File: src/rtl/fifo_wr_arbiter.sv
// rtl/fifo_wr_arbiter.sv - round-robin burst arbiter sharing one FIFO write port among producers
module fifo_wr_arbiter #(
   parameter int NUM_REQ   = 4,
   parameter int DATA_W    = 8,
   parameter int MAX_BURST = 4,
   parameter int ID_W      = 3
) (
   input  logic                      clk,
   input  logic                      reset_n,
   input  logic [NUM_REQ-1:0]        req_valid,
   input  logic [NUM_REQ*DATA_W-1:0] req_data,
   input  logic [NUM_REQ-1:0]        req_last,
   output logic [NUM_REQ-1:0]        req_ready,
   input  logic                      fifo_full,
   output logic                      fifo_wr_en,
   output logic [DATA_W-1:0]         fifo_data,
   output logic [ID_W-1:0]           grant_id,
   output logic                      busy
);

   localparam int IDX_W = $clog2(NUM_REQ);
   localparam int CNT_W = $clog2(MAX_BURST) + 1;
   localparam logic [IDX_W-1:0] LAST_IDX = IDX_W'(NUM_REQ - 1);
   localparam logic [CNT_W-1:0] CNT_MAX  = CNT_W'(MAX_BURST - 1);

   typedef enum logic {IDLE, GRANT} state_t;

   state_t            state_q, state_d;
   logic [IDX_W-1:0]  owner_q, owner_d;
   logic [IDX_W-1:0]  rr_ptr_q, rr_ptr_d;
   logic [CNT_W-1:0]  beat_cnt_q, beat_cnt_d;

   logic [2*NUM_REQ-1:0] valid_dbl;
   logic [NUM_REQ-1:0]   valid_rot;
   logic [IDX_W:0]       cand;
   logic [IDX_W-1:0]     winner;
   logic                 own_valid;
   logic                 own_last;
   logic [DATA_W-1:0]    own_data;
   logic                 transfer;

   // Rotate requests so bit 0 is rr_ptr; the lowest set bit wins, mapped back modulo NUM_REQ.
   always_comb begin
      valid_dbl = {req_valid, req_valid};
      valid_rot = NUM_REQ'(valid_dbl >> rr_ptr_q);
      winner    = '0;
      cand      = '0;
      for (int i = NUM_REQ - 1; i >= 0; i--) begin
         if (valid_rot[i]) begin
            cand = {1'b0, rr_ptr_q} + (IDX_W + 1)'(i);
            if (cand >= (IDX_W + 1)'(NUM_REQ)) begin
               cand = cand - (IDX_W + 1)'(NUM_REQ);
            end
            winner = cand[IDX_W-1:0];
         end
      end
   end

   always_comb begin
      own_valid = 1'b0;
      own_last  = 1'b0;
      own_data  = '0;
      req_ready = '0;
      for (int i = 0; i < NUM_REQ; i++) begin
         if (owner_q == IDX_W'(i)) begin
            own_valid    = req_valid[i];
            own_last     = req_last[i];
            own_data     = req_data[i*DATA_W +: DATA_W];
            req_ready[i] = (state_q == GRANT) && !fifo_full;
         end
      end
      transfer   = (state_q == GRANT) && own_valid && !fifo_full;
      fifo_wr_en = transfer;
      fifo_data  = (state_q == GRANT) ? own_data : '0;
   end

   always_comb begin
      state_d    = state_q;
      owner_d    = owner_q;
      rr_ptr_d   = rr_ptr_q;
      beat_cnt_d = beat_cnt_q;
      case (state_q)
         IDLE: begin
            if (|req_valid) begin
               state_d    = GRANT;
               owner_d    = winner;
               beat_cnt_d = '0;
            end
         end
         GRANT: begin
            // Owner keeps the grant, even with valid low, until last or the burst cap.
            if (transfer) begin
               if (own_last || (beat_cnt_q == CNT_MAX)) begin
                  state_d    = IDLE;
                  rr_ptr_d   = (owner_q == LAST_IDX) ? '0 : owner_q + IDX_W'(1);
                  beat_cnt_d = '0;
               end else begin
                  beat_cnt_d = beat_cnt_q + CNT_W'(1);
               end
            end
         end
         default: state_d = IDLE;
      endcase
   end

   always_ff @(posedge clk) begin
      if (!reset_n) begin
         state_q    <= IDLE;
         owner_q    <= '0;
         rr_ptr_q   <= '0;
         beat_cnt_q <= '0;
      end else begin
         state_q    <= state_d;
         owner_q    <= owner_d;
         rr_ptr_q   <= rr_ptr_d;
         beat_cnt_q <= beat_cnt_d;
      end
   end

   assign grant_id = ID_W'(owner_q);
   assign busy     = (state_q == GRANT);

endmodule
File: config.mk
export PLATFORM = sky130hd
export DESIGN_NAME = fifo_wr_arbiter
export DESIGN_NICKNAME = d
export VERILOG_FILES = /design/src/rtl/fifo_wr_arbiter.sv
export SDC_FILE = /design/constraint.sdc
export NUM_CORES = 1
export LEC_CHECK = 0
export BUFFER_PORTS_ARGS = -buffer_cell sky130_fd_sc_hd__buf_2
export CAP_MARGIN = 20
export CELL_PAD_IN_SITES_DETAIL_PLACEMENT = 2
export CELL_PAD_IN_SITES_GLOBAL_PLACEMENT = 2
export CORE_MARGIN = 2
export CORE_UTILIZATION = 21
export DETAILED_ROUTE_END_ITERATION = 10
export PLACE_DENSITY_LB_ADDON = 0.1
export SKIP_LAST_GASP = 1
export SLEW_MARGIN = 10
export SYNTH_ARGS = -nofsm -noshare
export SYNTH_HDL_FRONTEND = slang
export SYNTH_SLANG_ARGS = --single-unit
File: constraint.sdc
create_clock -name clk -period 5.11 [get_ports clk]
set_clock_uncertainty 0.15 [all_clocks]
set_input_delay 1.022 -clock clk [delete_from_list [all_inputs] [get_ports clk]]
set_output_delay 1.022 -clock clk [all_outputs]
set_load 0.005 [all_outputs]
==> impl_metrics.toml <==
[global_route]
overflow = 0
grtUsageTotal_pct = 15.0
antenna_found_initial = 0
grt_max_degree = 25
grt_pass1_wl_um = 5840
grt_pass1_vias = 1199

[cells_and_area]
mostFrequentLayoutCells = "buf_2, a21oi_1, nand2_1, and2_1, o21ai_0"
drive_above_1_share_pct = 34.7
area_growth_pct = 38.5
nNetsFinal = 241
diodes = 0
nFillCells = 502
finalInstanceArea_um2 = 1260
mostFrequentLayoutCell = "buf_2"

[place]
gp_congestion = 0.812
post-dp-hpwl_um = 3010
place_area_um2 = 1210
numPortBuffers = 58

[sta]
setup_viol = 0
whs_ns = 0.335
grt_setup_unrepaired = "no"
worst_slew_pin_slew_ns = 0.752
slew-limit-headroom_pct = 49.8
hold_viol_final = 0
clock.fmax_mhz = 288
fin_crit_sh_pct = 68.0
layout_min_cycle_time_ns = 3.48
drv_slew = 0
tns_ns = 0

[detailed_routing]
vias = 1155
drc = 0
drt_iter0_drc = 32
via_per_inst = 4.81
dr.pass1.iters = 4
routed_wl_um = 3660
ant_nets = 0
wl_per_cell_um = 15.2

[logic_synthesis]
synthXorXnorAreaFrac_pct = 0
avgSynthCellArea_um2 = 6.57
synth_top_family_by_area = "compound AO/OA/AOI/OAI gates"
seq_area_frac_synth_pct = 17.7
synth.area.mux_share_pct = 0
yosys.area.top_type = "dfxtp_1"
synth-seq-cells = 8
synth_top_area_share_pct = 17.7
synthesis.area_um2 = 907
synth.net_count = 187
synth_compound_area_share_pct = 33.0
synth_cells = 138
yosys.area_share.simple_pct = 31.6
synth_fa_ha_area_share_pct = 8.28
ys_warn_count = 0
synth_area_leaders = "dfxtp_1, a21oi_1, and2_1"
synth_cell_types = 32

[power]
finalPower_uw = 233
pwr-share-clk_pct = 32.2
p_sw_uw = 75.0
comb_power_share_pct = 38.0
intPower_uw = 158
p_seq_share_pct = 29.8
power_density_nw_per_um2 = 185
leakage_nw = 0.600
max-vdd-ir-drop_mv = 0.199
swShare_pct = 32.2

[hold_path]
hp-class = "reg -> reg"
holdPathEnd = "beat_cnt_q[2]"
whs_path_depth = 2
worstHoldStart = "beat_cnt_q[2]"

[clock_tree]
clockRootBuffer = "clkbuf_8"
cts_buffers = 3
clkLatencyLatePin_ns = 0.23
cts_sinks = 8
clkTransAtPathRegs_ns = 0.04
cts_tree = "yes"
cts_setup_buffers = 0
htree_levels = 1
holdBufCountCts = 0
cts_resized = 0
clockBufferDepth = 2

[worst_setup_path]
critPathTopFamily = "adder cells"
path_buf_inv = 4
path_cells = "inv_1 > ha_1 > inv_1 > o311a_2 > o31ai_2 > inv_1 > buf_2"
required_ns = 3.94
cp.arrival_ns = 2.31
r2r.worst_path.cells = 7
slowest_delay_ns = 0.63
critPathSlowestCell = "ha_1"
r2r_start = "owner_q[0]"
crit_top_cell = "inv_1"
cp-end-kind = "output port"
cp_max_fo = 21
crit_type = "reg -> out"
r2r_end = "rr_ptr_q[1]"
r2r_slack_ns = 2.69
worst_setup_path_start_kind = "flop"

[floorplanning]
die_h_um = 69.7
core_area_um2 = 4090
ios = 60
rows = 23
die_w_um = 69.7
start_util_pct = 22.2
die_area_um2 = 4860

[flow_run]
drv_cap = 0

[run_status]
outcome = "finished clean"
## metrics by stage
stage / setup WS, ns / utilization, % / cells
floorplan: 2.23 / - / 138
global placement: 1.79 / 29.7 / 237
detailed placement: 1.75 / 29.7 / 237
CTS: 1.58 / 30.7 / 240
global route: 1.40 / 30.7 / 240
finish: 1.63 / 30.7 / 240
## power by group through the flow
stage                     Combinational [mW]  Sequential (mW)  Clock [mW]
after detailed placement              0.0900           0.0707           0
after global placement                0.0865           0.0705           0
after floorplan                       0.0515           0.0684           0
final                                 0.0886           0.0694      0.0749
after global routing                   0.101           0.0701      0.0837
after CTS                             0.0904           0.0697      0.0774
## kinds of logic (layout without fill, tap and decap cells)
group           Yosys count  in the layout
simple gates             53             53
compound gates           51             51
buf+inv                  19             71
flops                     8              8
fa+ha+maj                 6              6
other cells               1              1
## worst reg2reg max path: stages (launching register included)
cell      delay [ns]
dfxtp_1         0.40
inv_1           0.09
ha_1            0.46
a21oi_2         0.20
o21ai_1         0.14
a221oi_1        0.58
o21ai_0         0.16
a21oi_1         0.17
## synth_stat cells (all sizes together)
cell and n:
nor2 3, nor2b 1, a211o 1, a31o 1, and2 13, a211oi 1, a221oi 1, nand2 18
inv 10, ha 6, nand3b 8, a221o 1, o21ai 13, a21oi 28, nand2b 1, and2b 1
o311a 1, or4 1, buf 4, o22ai 1, conb 1, o221ai 1, dfxtp 8, nand3 5
o31ai 1, or3 2, a21o 1, clkbuf 5
## worst max-delay path by stage
| stage | slack (ns) | start | depth (start not counted) | to |
|---|---|---|---|---|
| final | 1.63 | owner_q[0] | 7 | fifo_wr_en |
| after global placement | 1.79 | req_valid[0] | 6 | fifo_wr_en |
| after floorplan | 2.23 | req_valid[0] | 4 | fifo_wr_en |
| after global routing | 1.40 | owner_q[0] | 7 | fifo_wr_en |
| after CTS | 1.58 | owner_q[0] | 7 | fifo_wr_en |
| after detailed placement | 1.75 | req_valid[0] | 6 | fifo_wr_en |
## final cells by class
| cell class | count | area (µm²) | share of cell area [%] |
|---|---|---|---|
| Timing Repair Buffer | 58 | 290 | 23.1 |
| Multi-Input combinational cell | 111 | 664 | 52.9 |
| Tap cell | 50 | 62.6 | 4.98 |
| Sequential cell | 8 | 160 | 12.7 |
| Clock buffer | 3 | 41.3 | 3.29 |
| Inverter | 10 | 37.5 | 2.99 |
## layer usage
| metal | share of wire [%] | GRT usage (%) |
|---|---|---|
| met5 | 0 | 0 |
| met2 | 47 | 25.6 |
| met4 | 0.57 | 2.56 |
| met3 | 6.2 | 4.07 |
| met1 | 46 | 19.0 |
## state kept, by name (all words and copies together), names as in the netlist
name	cells
owner_q	2
rr_ptr_q	2
beat_cnt_q	3
busy	1
Note: power is estimated with default switching activity, not from simulation.
